[src/rtl/vex_axi_arb_pkg.sv]
// vex_axi_arb_pkg: shared state, AR payload type and AXI encodings for the
// VexRiscv read-port arbiter.
package vex_axi_arb_pkg;
    localparam int AR_ADDR_W = 32;
    localparam int AR_ID_W   = 1;

    localparam logic [1:0] BURST_FIXED = 2'b00;
    localparam logic [1:0] BURST_INCR  = 2'b01;
    localparam logic [1:0] BURST_WRAP  = 2'b10;

    localparam logic [1:0] RESP_OKAY   = 2'b00;
    localparam logic [1:0] RESP_EXOKAY = 2'b01;
    localparam logic [1:0] RESP_SLVERR = 2'b10;
    localparam logic [1:0] RESP_DECERR = 2'b11;

    typedef enum logic [1:0] {IDLE, ADDR, DATA} state_t;

    typedef struct packed {
        logic [AR_ADDR_W-1:0] addr;
        logic [AR_ID_W-1:0]   id;
        logic [7:0]           len;
        logic [2:0]           size;
        logic [1:0]           burst;
        logic [2:0]           prot;
    } ar_t;
endpackage

[src/rtl/vex_rr_arb2.sv]
// vex_rr_arb2: two-way round-robin grant; on a tie the port not granted last wins.
module vex_rr_arb2 (
    input  logic [1:0] valid_i,
    input  logic       last_grant_i,
    output logic       grant_o,
    output logic       grant_valid_o
);
    assign grant_o       = &valid_i ? !last_grant_i : valid_i[1];
    assign grant_valid_o = |valid_i;
endmodule

[src/rtl/vex_axi_rd_arbiter.sv]
// vex_axi_rd_arbiter: shares one AXI4 read master between the VexRiscv IMEM (port 0)
// and DMEM (port 1) buses, one burst at a time, with an RLAST/ARLEN consistency check.
module vex_axi_rd_arbiter
    import vex_axi_arb_pkg::*;
#(
    parameter int C_ADDR_WIDTH = AR_ADDR_W,
    parameter int C_DATA_WIDTH = 32,
    parameter int C_ID_WIDTH   = AR_ID_W
) (
    input  logic                    ACLK,
    input  logic                    ARESET,
    input  logic [C_ADDR_WIDTH-1:0] s0_araddr,
    input  logic [C_ID_WIDTH-1:0]   s0_arid,
    input  logic [7:0]              s0_arlen,
    input  logic [2:0]              s0_arsize,
    input  logic [1:0]              s0_arburst,
    input  logic [2:0]              s0_arprot,
    input  logic                    s0_arvalid,
    output logic                    s0_arready,
    output logic [C_DATA_WIDTH-1:0] s0_rdata,
    output logic [C_ID_WIDTH-1:0]   s0_rid,
    output logic [1:0]              s0_rresp,
    output logic                    s0_rlast,
    output logic                    s0_rvalid,
    input  logic                    s0_rready,
    input  logic [C_ADDR_WIDTH-1:0] s1_araddr,
    input  logic [C_ID_WIDTH-1:0]   s1_arid,
    input  logic [7:0]              s1_arlen,
    input  logic [2:0]              s1_arsize,
    input  logic [1:0]              s1_arburst,
    input  logic [2:0]              s1_arprot,
    input  logic                    s1_arvalid,
    output logic                    s1_arready,
    output logic [C_DATA_WIDTH-1:0] s1_rdata,
    output logic [C_ID_WIDTH-1:0]   s1_rid,
    output logic [1:0]              s1_rresp,
    output logic                    s1_rlast,
    output logic                    s1_rvalid,
    input  logic                    s1_rready,
    output logic [C_ADDR_WIDTH-1:0] m_araddr,
    output logic [C_ID_WIDTH-1:0]   m_arid,
    output logic [7:0]              m_arlen,
    output logic [2:0]              m_arsize,
    output logic [1:0]              m_arburst,
    output logic [2:0]              m_arprot,
    output logic                    m_arvalid,
    input  logic                    m_arready,
    input  logic [C_DATA_WIDTH-1:0] m_rdata,
    input  logic [C_ID_WIDTH-1:0]   m_rid,
    input  logic [1:0]              m_rresp,
    input  logic                    m_rlast,
    input  logic                    m_rvalid,
    output logic                    m_rready,
    output logic                    grant_o,
    output logic                    busy_o,
    output logic                    proto_err_o
);
    state_t     state_q, state_d;
    ar_t        ar_q, ar_d;
    logic       last_grant_q, last_grant_d;
    logic [7:0] beat_cnt_q, beat_cnt_d;
    logic       proto_err_q, proto_err_d;
    logic       gnt, gnt_valid, ar_hs, beat, in_data, route0, route1;

    vex_rr_arb2 u_arb (
        .valid_i      ({s1_arvalid, s0_arvalid}),
        .last_grant_i (last_grant_q),
        .grant_o      (gnt),
        .grant_valid_o(gnt_valid)
    );

    // arready is combinational, so it is gated by ARESET to drop with the flops
    assign s0_arready = !ARESET && state_q == IDLE && gnt_valid && !gnt;
    assign s1_arready = !ARESET && state_q == IDLE && gnt_valid && gnt;
    assign ar_hs      = s0_arready || s1_arready;

    assign in_data  = state_q == DATA;
    assign route0   = in_data && !last_grant_q;
    assign route1   = in_data && last_grant_q;
    assign m_rready = in_data && (last_grant_q ? s1_rready : s0_rready);
    assign beat     = m_rvalid && m_rready;

    assign s0_rvalid = route0 && m_rvalid;
    assign s0_rdata  = route0 ? m_rdata : '0;
    assign s0_rid    = route0 ? m_rid : '0;
    assign s0_rresp  = route0 ? m_rresp : '0;
    assign s0_rlast  = route0 && m_rlast;
    assign s1_rvalid = route1 && m_rvalid;
    assign s1_rdata  = route1 ? m_rdata : '0;
    assign s1_rid    = route1 ? m_rid : '0;
    assign s1_rresp  = route1 ? m_rresp : '0;
    assign s1_rlast  = route1 && m_rlast;

    assign m_arvalid   = state_q == ADDR;
    assign m_araddr    = ar_q.addr;
    assign m_arid      = ar_q.id;
    assign m_arlen     = ar_q.len;
    assign m_arsize    = ar_q.size;
    assign m_arburst   = ar_q.burst;
    assign m_arprot    = ar_q.prot;
    assign grant_o     = last_grant_q;
    assign busy_o      = state_q != IDLE;
    assign proto_err_o = proto_err_q;

    always_comb begin
        state_d      = state_q;
        ar_d         = ar_q;
        last_grant_d = last_grant_q;
        beat_cnt_d   = beat_cnt_q;
        proto_err_d  = proto_err_q;
        if (ar_hs) begin
            state_d      = ADDR;
            last_grant_d = gnt;
            beat_cnt_d   = '0;
            ar_d         = gnt ? {s1_araddr, s1_arid, s1_arlen, s1_arsize, s1_arburst, s1_arprot}
                               : {s0_araddr, s0_arid, s0_arlen, s0_arsize, s0_arburst, s0_arprot};
        end
        if (state_q == ADDR && m_arready)
            state_d = DATA;
        // a burst only ends on RLAST; a count mismatch is flagged but not acted on
        if (beat) begin
            beat_cnt_d  = beat_cnt_q + 8'd1;
            proto_err_d = proto_err_q || (m_rlast != (beat_cnt_q == ar_q.len));
            state_d     = m_rlast ? IDLE : state_d;
        end
    end

    always_ff @(posedge ACLK or posedge ARESET) begin
        if (ARESET) begin
            state_q      <= IDLE;
            ar_q         <= '0;
            last_grant_q <= 1'b1;
            beat_cnt_q   <= '0;
            proto_err_q  <= 1'b0;
        end else begin
            state_q      <= state_d;
            ar_q         <= ar_d;
            last_grant_q <= last_grant_d;
            beat_cnt_q   <= beat_cnt_d;
            proto_err_q  <= proto_err_d;
        end
    end
endmodule

[config.mk]
export PLATFORM = sky130hd
export DESIGN_NAME = vex_axi_rd_arbiter
export DESIGN_NICKNAME = d
export VERILOG_FILES = /design/src/rtl/vex_axi_arb_pkg.sv /design/src/rtl/vex_rr_arb2.sv /design/src/rtl/vex_axi_rd_arbiter.sv
export SDC_FILE = /design/constraint.sdc
export NUM_CORES = 1
export LEC_CHECK = 0
export CORE_AREA = 2 2 104 106
export DETAILED_ROUTE_END_ITERATION = 6
export DIE_AREA = 0 0 106 108
export GPL_TIMING_DRIVEN = 0
export PLACE_DENSITY = 0.88
export SYNTH_ARGS = -nofsm -noshare
export SYNTH_HDL_FRONTEND = slang
export SYNTH_SLANG_ARGS = --single-unit
[constraint.sdc]
create_clock -name ACLK -period 2.8 [get_ports ACLK]
set_input_delay 0.7 -clock ACLK [delete_from_list [all_inputs] [get_ports ACLK]]
set_output_delay 0.7 -clock ACLK [all_outputs]
set_load 0.01 [all_outputs]
==> metrics.txt, run 1 <==
# TYPE chip_impl_metric gauge
chip_impl_info{name="outcome",value="finished, violations left"} 1
chip_impl_info{name="violated_checks",value="setup timing"} 1
chip_impl_metric{name="power",unit="mW"} 5.28
chip_impl_metric{name="numPlacedInstances",unit=""} 781
chip_impl_info{name="worst_setup_path_startpoint",value="s1_arvalid"} 1
chip_impl_metric{name="setup_slack_after_layout",unit="ps"} -3.03
chip_impl_metric{name="power_density",unit="nW/um^2"} 794
chip_impl_metric{name="synth_enable_flop_cells",unit=""} 0
chip_impl_metric{name="die_width",unit="um"} 106
chip_impl_metric{name="grt_first_pass_wirelength",unit="um"} 20600
chip_impl_metric{name="post_route_cells_drive_above_1_share",unit="%"} 7.08
chip_impl_metric{name="globalRouteMet2Util",unit="%"} 43.5
chip_impl_info{name="root_buffer",value="sky130_fd_sc_hd__clkbuf_8"} 1
chip_impl_metric{name="fin_tns_setup",unit="ps"} -3.03
chip_impl_metric{name="detail_route.wl_per_cell",unit="um"} 16.8
chip_impl_metric{name="initial_antenna_violation_count",unit=""} 0
chip_impl_metric{name="netlist.area_leader.share",unit="%"} 43.6
chip_impl_metric{name="route.vias.total",unit=""} 3830
chip_impl_metric{name="worst_r2r_path_depth",unit=""} 6
chip_impl_metric{name="max-slew-margin-rel",unit="%"} 61.4
chip_impl_metric{name="hpwlAfterDp",unit="um"} 10800
chip_impl_metric{name="yosys_warnings",unit=""} 0
chip_impl_info{name="worstSetupEndpointType",value="primary output"} 1
chip_impl_metric{name="grt_use_met1",unit="%"} 23.9
chip_impl_metric{name="cts.clk_slew.worst_paths",unit="ps"} 60
chip_impl_metric{name="clk-insertion-delay-late",unit="ps"} 340
chip_impl_info{name="most_instantiated_flip_flop_cell_in_the_synthesis_netlist",value="sky130_fd_sc_hd__dfrtp_1"} 1
chip_impl_metric{name="cellLeakagePower",unit="nW"} 3.16
chip_impl_metric{name="rows",unit=""} 37
chip_impl_info{name="yosysTopAreaCell",value="sky130_fd_sc_hd__dfrtp_1"} 1
chip_impl_metric{name="ys_ff_latch",unit=""} 61
chip_impl_metric{name="grt.total_usage",unit="%"} 23.6
chip_impl_info{name="post_synth_main_area_contributors",value="sky130_fd_sc_hd__dfrtp_1 44%, sky130_fd_sc_hd__mux2i_1 15%, sky130_fd_sc_hd__and2_1 14%"} 1
chip_impl_metric{name="worst_clock_skew",unit="ps"} 6.91
chip_impl_metric{name="net_count_synth",unit=""} 516
chip_impl_metric{name="design.portCount",unit=""} 272
chip_impl_metric{name="grt_pass1_vias",unit=""} 3896
chip_impl_metric{name="first_pass_iters",unit=""} 4
chip_impl_metric{name="antenna_left",unit=""} 0
chip_impl_metric{name="drc",unit=""} 0
chip_impl_metric{name="floorplan.die_area",unit="um^2"} 11400
chip_impl_metric{name="flow.area_growth_from_synthesis",unit="%"} 92.8
chip_impl_metric{name="cts_max_path_buffers",unit=""} 2
chip_impl_metric{name="dr.first_iter.drc_count",unit=""} 192
chip_impl_metric{name="synthArstFlopShare",unit="%"} 100
chip_impl_metric{name="gr-usage-met3",unit="%"} 8.80
chip_impl_info{name="path_class",value="input pin to primary output"} 1
chip_impl_metric{name="placement.io_buffers",unit=""} 271
chip_impl_metric{name="num_antenna_cells",unit=""} 0
chip_impl_metric{name="hold_viol",unit=""} 0
chip_impl_metric{name="period_minus_slack",unit="ps"} 2800
chip_impl_metric{name="finish.utilization",unit="%"} 64.9
chip_impl_metric{name="h-tree-depth",unit=""} 3
chip_impl_info{name="crit-reg2reg-capture",value="beat_cnt_q[7]$_DFFE_PP0P_"} 1
chip_impl_metric{name="setup-violations-final",unit=""} 1
chip_impl_metric{name="clkSinkCount",unit=""} 61
chip_impl_metric{name="fmax",unit="MHz"} 357
chip_impl_metric{name="cts_buffers",unit=""} 9
chip_impl_metric{name="worst-slew-pin-transition",unit="ps"} 578
chip_impl_info{name="tritoncts",value="built"} 1
chip_impl_metric{name="final-instance-count-excl-fill",unit=""} 800
chip_impl_metric{name="layout_worst_path_cycle_share",unit="%"} 100
chip_impl_metric{name="globalplace.congestion",unit=""} 0.900
chip_impl_info{name="holdCritPathClass",value="flip-flop to flip-flop"} 1
chip_impl_metric{name="rrSetupSlack",unit="ps"} 760
chip_impl_metric{name="die_height",unit="um"} 108
chip_impl_metric{name="grt_start_max_net_pins",unit=""} 38
chip_impl_metric{name="viasPerCell",unit=""} 4.79
chip_impl_metric{name="netlist-cell-type-count",unit=""} 34
chip_impl_metric{name="count_of_mapped_cells_out_of_synthesis",unit=""} 373
chip_impl_metric{name="timing.critical_path.required",unit="ps"} 2100
chip_impl_info{name="yosysMostFrequentCell",value="sky130_fd_sc_hd__and2_1"} 1
chip_impl_metric{name="final_nets",unit=""} 804
chip_impl_metric{name="maxCapViolations",unit=""} 0
chip_impl_info{name="timing.critical_path.to",value="s0_arready"} 1
chip_impl_metric{name="hold_ws",unit="ps"} 479
chip_impl_metric{name="overflow",unit=""} 0
chip_impl_metric{name="initial_utilization",unit="%"} 33.7
chip_impl_metric{name="drt-total-wl",unit="um"} 13500
chip_impl_info{name="startpoint_type",value="input pin"} 1
chip_impl_metric{name="worstPathMaxFanout",unit=""} 3
chip_impl_metric{name="timing.hold.worst_path_depth",unit=""} 2
chip_impl_info{name="global_route.peak_usage_layer",value="met2"} 1
chip_impl_metric{name="mean_syn_cell_area",unit="um^2"} 9.23
chip_impl_metric{name="yosysSeqAreaShare",unit="%"} 44.4
chip_impl_metric{name="mapped_area",unit="um^2"} 3440
chip_impl_info{name="post_synth_most_frequent_cells",value="75 x sky130_fd_sc_hd__and2_1, 60 x sky130_fd_sc_hd__dfrtp_1, 54 x sky130_fd_sc_hd__nand2_1, 53 x sky130_fd_sc_hd__mux2i_1, 51 x sky130_fd_sc_hd__o21ai_0"} 1
chip_impl_info{name="r2r_start",value="grant_o$_DFFE_PP1P_"} 1
chip_impl_metric{name="core_area",unit="um^2"} 10200
chip_impl_metric{name="timing.critical_path.arrival",unit="ps"} 2100
chip_impl_metric{name="peakVddDrop",unit="mV"} 0.501
chip_impl_metric{name="timing_max_transition_violations_final",unit=""} 0
-- flip-flops by register name, indices dropped and copies added, names as in the netlist, 2 cells and up --
| signal | cells |
|---|---|
| beat_cnt_q | 8 |
| state_q | 2 |
| m_araddr | 32 |
| m_arprot | 3 |
| m_arsize | 3 |
| m_arburst | 2 |
| m_arlen | 8 |
-- logic make-up after synthesis --
family	Yosys count	share of synthesized area, %
compound gates	63	9.92
xor+xnor	10	2.54
fa+ha+maj	1	0.363
buf+inv	30	3.41
flops	61	44.4
mux	54	15.7
simple gates	154	23.7
-- cells in the final DEF, fill, tap and decap left out, drive strengths merged, types with 2 or more instances in the layout --
cell type / synthesis / final
inv: 4 / 4
clkinv: 0 / 2
a21oi: 4 / 4
clkbuf: 21 / 30
dfrtp: 60 / 60
xor2: 9 / 9
nor3: 2 / 2
a22o: 3 / 3
nor4: 2 / 2
or2: 2 / 2
nor2: 7 / 7
buf: 5 / 13
nand3: 3 / 3
or3: 2 / 3
o21ai: 51 / 51
dlymetal6s2s: 0 / 13
nand2: 54 / 54
clkdlybuf4s50: 0 / 235
dlygate4sd2: 0 / 22
mux2i: 53 / 53
and2: 75 / 75
-- layer usage --
metal | wire length (um) | part of all wire, %
met2 | 7170 | 53
met5 | 0 | 0
met1 | 4640 | 34
met4 | 420 | 3.1
met3 | 1240 | 9.2
-- layout make-up --
cell class,instances,area (um^2)
clock inverters,2,10.0
well taps,136,170
plain buffers,24,141
inverters,4,15.0
fillers,815,3590
clock buffers,12,155
multi-input cells,283,1840
flip-flops and latches,61,1530
repair buffers,278,2780
-- stage by stage --
step / setup slack, ps / cell area [um^2]
finish: -3.03 / 6640
detailed placement: -1060 / 6350
floorplan: 366 / 3440
CTS: 5.98 / 6590
global route: -46.9 / 6640
global placement: -1040 / 6330
-- worst min path at each step --
stage	from	endpoint	slack, ps
4_1_cts	m_arprot[2]$_DFFE_PP0P_	m_arprot[2]$_DFFE_PP0P_	480
6_report	m_araddr[25]$_DFFE_PP0P_	m_araddr[25]$_DFFE_PP0P_	480
3_3_place_gp	m_arburst[1]$_DFFE_PP0P_	m_arburst[1]$_DFFE_PP0P_	460
2_1_floorplan	beat_cnt_q[6]$_DFFE_PP0P_	beat_cnt_q[6]$_DFFE_PP0P_	490
3_5_place_dp	m_araddr[25]$_DFFE_PP0P_	m_araddr[25]$_DFFE_PP0P_	470
5_1_grt	m_araddr[17]$_DFFE_PP0P_	m_araddr[17]$_DFFE_PP0P_	500
-- report_power, final --
part,switching (mW),internal (mW)
Combinational,1.33,1.73
Sequential,0.264,1.26
Clock,0.331,0.357
-- critical path, cell delays in order --
cell and delay (ps):
sky130_fd_sc_hd__clkdlybuf4s50_1 530, sky130_fd_sc_hd__nor2_2 100, sky130_fd_sc_hd__or3_4 430, sky130_fd_sc_hd__nor2_2 110
sky130_fd_sc_hd__clkdlybuf4s15_2 220
-- timing repair --
action / in CTS / in global routing
endpoints found under the setup margin: 63 / 38
pin swaps: 2 / 1
buffers inserted: 6 / 0
hold buffers: 0 / 0
gates resized for setup: 48 / 25
gates cloned: 1 / 0
Note: power is estimated with default switching activity, not from simulation.
==> run 2: changes to the inputs <==
--- a/config.mk
+++ b/config.mk
@@ -5,6 +5,7 @@
 export SDC_FILE = /design/constraint.sdc
 export NUM_CORES = 1
 export LEC_CHECK = 0
+export CAP_MARGIN = 10
 export CORE_AREA = 2 2 104 106
 export DETAILED_ROUTE_END_ITERATION = 6
 export DIE_AREA = 0 0 106 108
==> metrics.txt, run 2 (same netlist as run 1, synthesis figures left out) <==
# TYPE chip_impl_metric gauge
chip_impl_metric{name="ctsHoldBuffers",unit=""} 0
chip_impl_metric{name="design.portCount",unit=""} 272
chip_impl_metric{name="worst_clock_skew",unit="ps"} 4.77
chip_impl_metric{name="fmax",unit="MHz"} 363
chip_impl_metric{name="setup_slack_after_placement",unit="ps"} -1070
chip_impl_info{name="holdCritStartpoint",value="m_araddr[25]$_DFFE_PP0P_"} 1
chip_impl_metric{name="power.share.switching",unit="%"} 36.2
chip_impl_metric{name="flow.area_growth_from_synthesis",unit="%"} 93.7
chip_impl_metric{name="grt_pass1_vias",unit=""} 3865
chip_impl_metric{name="layout_worst_path_cycle_share",unit="%"} 98.5
chip_impl_metric{name="post_route_cells_drive_above_1_share",unit="%"} 7.20
chip_impl_info{name="tritoncts",value="built"} 1
chip_impl_info{name="r2r_start",value="state_q[1]$_DFF_PP0_"} 1
chip_impl_metric{name="setup-violations-final",unit=""} 0
chip_impl_metric{name="viasPerCell",unit=""} 4.78
chip_impl_metric{name="drt-total-wl",unit="um"} 13500
chip_impl_metric{name="clkSinkCount",unit=""} 61
chip_impl_metric{name="seq_power_share",unit="%"} 28.6
chip_impl_info{name="root_buffer",value="sky130_fd_sc_hd__clkbuf_8"} 1
chip_impl_metric{name="initial_utilization",unit="%"} 33.7
chip_impl_info{name="final_common_cell",value="sky130_fd_sc_hd__clkdlybuf4s50_1"} 1
chip_impl_metric{name="setup_slack_after_layout",unit="ps"} 41.4
chip_impl_metric{name="dr.first_iter.drc_count",unit=""} 159
chip_impl_metric{name="grt_start_max_net_pins",unit=""} 38
chip_impl_metric{name="core_area",unit="um^2"} 10200
chip_impl_metric{name="antenna_left",unit=""} 0
chip_impl_metric{name="die_height",unit="um"} 108
chip_impl_metric{name="h-tree-depth",unit=""} 3
chip_impl_metric{name="grt_first_pass_wirelength",unit="um"} 20600
chip_impl_metric{name="cellInternalPower",unit="mW"} 3.41
chip_impl_metric{name="first_pass_iters",unit=""} 4
chip_impl_metric{name="cts_max_path_buffers",unit=""} 2
chip_impl_info{name="unrepaired_setup_endpoints_after_global_routing",value="false"} 1
chip_impl_metric{name="area.sequential",unit="um^2"} 1530
chip_impl_metric{name="worstPathMaxFanout",unit=""} 3
chip_impl_metric{name="power_density",unit="nW/um^2"} 801
chip_impl_metric{name="number_of_flip_flops_under_the_largest_register_name",unit=""} 32
chip_impl_metric{name="period_minus_slack",unit="ps"} 2760
chip_impl_metric{name="worst-slew-pin-transition",unit="ps"} 584
chip_impl_info{name="startpoint_type",value="input pin"} 1
chip_impl_info{name="layout_common_cells",value="238 x sky130_fd_sc_hd__clkdlybuf4s50_1, 75 x sky130_fd_sc_hd__and2_1, 58 x sky130_fd_sc_hd__dfrtp_1"} 1
chip_impl_metric{name="initial_antenna_violation_count",unit=""} 0
chip_impl_metric{name="num_antenna_cells",unit=""} 0
chip_impl_info{name="path_class",value="input pin to primary output"} 1
chip_impl_metric{name="hold_ws",unit="ps"} 479
chip_impl_metric{name="die_width",unit="um"} 106
chip_impl_metric{name="finish.utilization",unit="%"} 65.2
chip_impl_metric{name="floorplan.die_area",unit="um^2"} 11400
chip_impl_metric{name="detail_route.wl_per_cell",unit="um"} 16.8
chip_impl_metric{name="grt.total_usage",unit="%"} 23.4
chip_impl_metric{name="drc",unit=""} 0
chip_impl_info{name="worstSetupEndpointType",value="primary output"} 1
chip_impl_metric{name="power_switching",unit="mW"} 1.93
chip_impl_metric{name="fin_tns_setup",unit="ps"} 0
chip_impl_info{name="worst_setup_path_startpoint",value="s0_arvalid"} 1
chip_impl_info{name="holdCritPathClass",value="flip-flop to flip-flop"} 1
chip_impl_metric{name="hold_viol",unit=""} 0
chip_impl_metric{name="timing.critical_path.arrival",unit="ps"} 2060
chip_impl_metric{name="peakVddDrop",unit="mV"} 0.447
chip_impl_info{name="outcome",value="complete, no violations"} 1
chip_impl_metric{name="cts_buffers",unit=""} 9
chip_impl_metric{name="globalplace.congestion",unit=""} 0.900
chip_impl_metric{name="filler_cell_count",unit=""} 817
chip_impl_metric{name="placement.io_buffers",unit=""} 271
chip_impl_metric{name="part_of_the_power_in_combinational_logic",unit="%"} 58.0
chip_impl_metric{name="clk-insertion-delay-late",unit="ps"} 340
chip_impl_metric{name="cellLeakagePower",unit="nW"} 3.15
chip_impl_metric{name="maxCapViolations",unit=""} 0
chip_impl_metric{name="timing.critical_path.required",unit="ps"} 2100
chip_impl_metric{name="area_of_the_multi_input_gates",unit="um^2"} 1840
chip_impl_metric{name="max-slew-margin-rel",unit="%"} 61.0
chip_impl_metric{name="cts.clk_slew.worst_paths",unit="ps"} 60
chip_impl_metric{name="rows",unit=""} 37
chip_impl_metric{name="timing_max_transition_violations_final",unit=""} 0
chip_impl_metric{name="hpwlAfterDp",unit="um"} 10800
chip_impl_metric{name="final_nets",unit=""} 806
chip_impl_metric{name="overflow",unit=""} 0
chip_impl_metric{name="route.vias.total",unit=""} 3837
chip_impl_metric{name="clock_power_share",unit="%"} 13.5
-- run 2: final timing paths --
kind,depth (start not counted),endpoint,slack [ps]
hold reg to reg,2,m_araddr[25]$_DFFE_PP0P_,480
hold / removal,2,m_araddr[25]$_DFFE_PP0P_,480
min in group asynchronous,2,beat_cnt_q[3]$_DFFE_PP0P_,930
setup / recovery,5,s0_arready,40
max in group asynchronous,3,m_araddr[17]$_DFFE_PP0P_,1270
setup reg to reg,7,m_arlen[4]$_DFFE_PP0P_,680
-- run 2: per-layer routing --
metal	track usage [%]	vias up	part of all wire, %
li1	-	1834	-
met1	24.5	1791	35
met2	44.0	189	54
met3	6.15	23	7.9
met4	10.5	0	2.7
met5	0	-	0
-- run 2: layout make-up --
cell class,instances,area share (%)
repair buffers,280,41.9
multi-input cells,283,27.6
clock buffers,14,2.59
flip-flops and latches,61,22.9
well taps,136,2.55
clock inverters,1,0.0750
plain buffers,24,2.16
inverters,4,0.225
-- run 2: power by group through the flow --
| stage | clock network (mW) | logic (mW) | registers [mW] |
|---|---|---|---|
| 2_1_floorplan | 0 | 1.09 | 1.66 |
| 3_3_place_gp | 0 | 2.97 | 1.52 |
| 3_5_place_dp | 0 | 3.04 | 1.54 |
| 4_1_cts | 0.738 | 3.10 | 1.52 |
| 5_1_grt | 0.783 | 3.35 | 1.58 |
| 6_report | 0.720 | 3.10 | 1.53 |
-- run 2: through the flow --
stage / total power, mW / cells / instance area [um^2]
global route: 5.71 / 803 / 6670
floorplan: 2.75 / 373 / 3440
finish: 5.34 / 803 / 6670
detailed placement: 4.58 / 781 / 6350
CTS: 5.37 / 801 / 6610
global placement: 4.49 / 780 / 6330
-- run 2: critical path, cell delays in order --
cell                              delay, ps
sky130_fd_sc_hd__clkdlybuf4s50_1        510
sky130_fd_sc_hd__nor2_2                  80
sky130_fd_sc_hd__or3_4                  430
sky130_fd_sc_hd__nor2_2                 110
sky130_fd_sc_hd__clkdlybuf4s15_2        220
-- run 2: what timing repair did --
item                       4_1_cts  5_1_grt
pin swaps                        2        1
setup endpoints to repair       63       40
resized for setup               47       25
buffers inserted                 6        2
cloned                           1        0
==> run 3: changes to the inputs <==
--- a/config.mk
+++ b/config.mk
@@ -11,6 +11,7 @@
 export DIE_AREA = 0 0 106 108
 export GPL_TIMING_DRIVEN = 0
 export PLACE_DENSITY = 0.88
+export SLEW_MARGIN = 20
 export SYNTH_ARGS = -nofsm -noshare
 export SYNTH_HDL_FRONTEND = slang
 export SYNTH_SLANG_ARGS = --single-unit
==> constraint.sdc (replaced) <==
create_clock -name ACLK -period 3.51 [get_ports ACLK]
set_input_delay 0.8775 -clock ACLK [delete_from_list [all_inputs] [get_ports ACLK]]
set_output_delay 0.8775 -clock ACLK [all_outputs]
set_load 0.01 [all_outputs]
==> metrics.txt, run 3 (same netlist as run 1, synthesis figures left out) <==
# TYPE chip_impl_metric gauge
chip_impl_info{name="startpoint_type",value="input pin"} 1
chip_impl_metric{name="cts_max_path_buffers",unit=""} 2
chip_impl_metric{name="area_of_the_multi_input_gates",unit="um^2"} 1810
chip_impl_metric{name="route.vias.total",unit=""} 3779
chip_impl_metric{name="worst_clock_skew",unit="ps"} 4.69
chip_impl_metric{name="peakVddDrop",unit="mV"} 0.389
chip_impl_info{name="critPathSlowestCell",value="sky130_fd_sc_hd__clkdlybuf4s50_1"} 1
chip_impl_info{name="holdCritPathClass",value="flip-flop to flip-flop"} 1
chip_impl_metric{name="area.sequential",unit="um^2"} 1530
chip_impl_metric{name="timing_max_transition_violations_final",unit=""} 0
chip_impl_metric{name="cts_buffers",unit=""} 9
chip_impl_metric{name="worstPathMaxFanout",unit=""} 6
chip_impl_metric{name="cellLeakagePower",unit="nW"} 2.82
chip_impl_metric{name="grt_first_pass_wirelength",unit="um"} 20100
chip_impl_metric{name="overflow",unit=""} 0
chip_impl_metric{name="die_height",unit="um"} 108
chip_impl_info{name="final_common_cell",value="sky130_fd_sc_hd__clkdlybuf4s50_1"} 1
chip_impl_metric{name="initial_utilization",unit="%"} 33.7
chip_impl_metric{name="post_route_cells_drive_above_1_share",unit="%"} 3.96
chip_impl_metric{name="number_of_flip_flops_under_the_largest_register_name",unit=""} 32
chip_impl_metric{name="ctsHoldBuffers",unit=""} 0
chip_impl_metric{name="sum_of_buffers_and_inverters_on_the_critical_path",unit=""} 3
chip_impl_metric{name="maxCapViolations",unit=""} 0
chip_impl_metric{name="filler_cell_count",unit=""} 834
chip_impl_metric{name="first_pass_iters",unit=""} 4
chip_impl_metric{name="h-tree-depth",unit=""} 3
chip_impl_info{name="layout_common_cells",value="270 x sky130_fd_sc_hd__clkdlybuf4s50_1, 75 x sky130_fd_sc_hd__and2_1, 60 x sky130_fd_sc_hd__dfrtp_1"} 1
chip_impl_metric{name="hold_viol",unit=""} 0
chip_impl_metric{name="final-instance-count-excl-fill",unit=""} 793
chip_impl_metric{name="timing.critical_path.arrival",unit="ps"} 2560
chip_impl_metric{name="placement.io_buffers",unit=""} 271
chip_impl_metric{name="dr.first_iter.drc_count",unit=""} 181
chip_impl_metric{name="design.portCount",unit=""} 272
chip_impl_metric{name="globalplace.congestion",unit=""} 0.900
chip_impl_info{name="critPathTopFamily",value="buffers and inverters"} 1
chip_impl_metric{name="slowest_delay",unit="ps"} 550
chip_impl_metric{name="clkSinkCount",unit=""} 61
chip_impl_metric{name="rows",unit=""} 37
chip_impl_metric{name="floorplan.die_area",unit="um^2"} 11400
chip_impl_metric{name="timing.critical_path.required",unit="ps"} 2630
chip_impl_metric{name="worst-slew-pin-transition",unit="ps"} 527
chip_impl_metric{name="fmax",unit="MHz"} 291
chip_impl_metric{name="drc",unit=""} 0
chip_impl_metric{name="final_nets",unit=""} 796
chip_impl_metric{name="cts.clk_slew.worst_paths",unit="ps"} 60
chip_impl_metric{name="numPlacedInstances",unit=""} 781
chip_impl_metric{name="core_area",unit="um^2"} 10200
chip_impl_info{name="cpMostUsedCell",value="sky130_fd_sc_hd__clkdlybuf4s50_1"} 1
chip_impl_metric{name="grt_start_max_net_pins",unit=""} 44
chip_impl_metric{name="detail_route.wl_per_cell",unit="um"} 16.5
chip_impl_metric{name="flow.area_growth_from_synthesis",unit="%"} 89.8
chip_impl_metric{name="die_width",unit="um"} 106
chip_impl_metric{name="clk-insertion-delay-late",unit="ps"} 340
chip_impl_metric{name="period_minus_slack",unit="ps"} 3440
chip_impl_metric{name="grt.total_usage",unit="%"} 22.8
chip_impl_metric{name="power",unit="mW"} 4.19
chip_impl_metric{name="viasPerCell",unit=""} 4.77
chip_impl_info{name="worstSetupEndpointType",value="primary output"} 1
chip_impl_metric{name="layout_worst_path_cycle_share",unit="%"} 98.1
chip_impl_metric{name="grt_pass1_vias",unit=""} 3863
chip_impl_metric{name="initial_antenna_violation_count",unit=""} 0
chip_impl_metric{name="num_antenna_cells",unit=""} 0
chip_impl_metric{name="drt-total-wl",unit="um"} 13100
chip_impl_metric{name="power_density",unit="nW/um^2"} 641
chip_impl_metric{name="setup-violations-final",unit=""} 0
chip_impl_metric{name="hpwlAfterDp",unit="um"} 10700
chip_impl_info{name="tritoncts",value="built"} 1
chip_impl_info{name="path_class",value="input pin to primary output"} 1
chip_impl_info{name="unrepaired_setup_endpoints_after_global_routing",value="false"} 1
chip_impl_info{name="outcome",value="complete, no violations"} 1
chip_impl_metric{name="antenna_left",unit=""} 0
chip_impl_info{name="root_buffer",value="sky130_fd_sc_hd__clkbuf_8"} 1
chip_impl_info{name="worstPathCellList",value="clkdlybuf4s50_1, a21boi_0, clkbuf_2, and2_1, clkdlybuf4s50_1"} 1
chip_impl_metric{name="max-slew-margin-rel",unit="%"} 64.8
[run 3: metrics by stage]
stage	hold slack [ps]	utilization [%]	area [um^2]	TNS (ps)	setup WS, ps
4_1_cts	483	63.9	6540	0	20.6
2_1_floorplan	485	-	3440	0	721
5_1_grt	495	63.9	6540	0	12.1
3_5_place_dp	469	62.1	6360	-750	-714
3_3_place_gp	460	61.8	6330	-3010	-683
6_report	478	63.9	6540	0	67.7
[run 3: power breakdown]
part | internal, mW | leakage (nW) | switching (mW)
combinational | 1.36 | 1.96 | 1.04
sequential | 1.00 | 0.765 | 0.213
clock | 0.310 | 0.0926 | 0.265
[run 3: final cells by class]
| cell class | count | share of cell area, % |
|---|---|---|
| clock buffers | 14 | 2.64 |
| multi-input cells | 282 | 27.7 |
| inverters | 4 | 0.268 |
| clock inverters | 1 | 0.0765 |
| repair buffers | 272 | 41.9 |
| flip-flops and latches | 61 | 23.4 |
| well taps | 136 | 2.60 |
| plain buffers | 23 | 1.49 |
[run 3: metal layers]
layer  global-route usage (%)  share of wire (%)  routed length [um]
met1                     24.4                 36                4670
met2                     41.9                 53                6930
met3                     7.41                9.0                1170
met4                     8.93                2.2                 289
met5                        0                  0                   0
[run 3: worst paths after layout]
kind                       depth (start not counted)                     start  slack, ps                  endpoint
min in group asynchronous                          2                    ARESET        920    m_arlen[3]$_DFFE_PP0P_
max in group asynchronous                          3                    ARESET       2050       grant_o$_DFFE_PP1P_
max reg2reg                                        5      state_q[1]$_DFF_PP0_       1580    m_arlen[6]$_DFFE_PP0P_
max                                                5                s1_arvalid         70                s1_arready
min reg2reg                                        2  m_araddr[25]$_DFFE_PP0P_        480  m_araddr[25]$_DFFE_PP0P_
min                                                2  m_araddr[25]$_DFFE_PP0P_        480  m_araddr[25]$_DFFE_PP0P_
[run 3: worst reg2reg max path, stage by stage, from the launching register on]
cell                       delay, ps
sky130_fd_sc_hd__dfrtp_1         430
sky130_fd_sc_hd__or2_1           340
sky130_fd_sc_hd__or3_4           500
sky130_fd_sc_hd__clkbuf_1        300
sky130_fd_sc_hd__nand2_1         130
sky130_fd_sc_hd__o21ai_0         100
[run 3: timing repair]
action,4_1_cts,5_1_grt
cloned,0,0
gates resized for setup,5,3
pin swaps,0,0
endpoints found under the setup margin,2,40
setup buffers,0,0
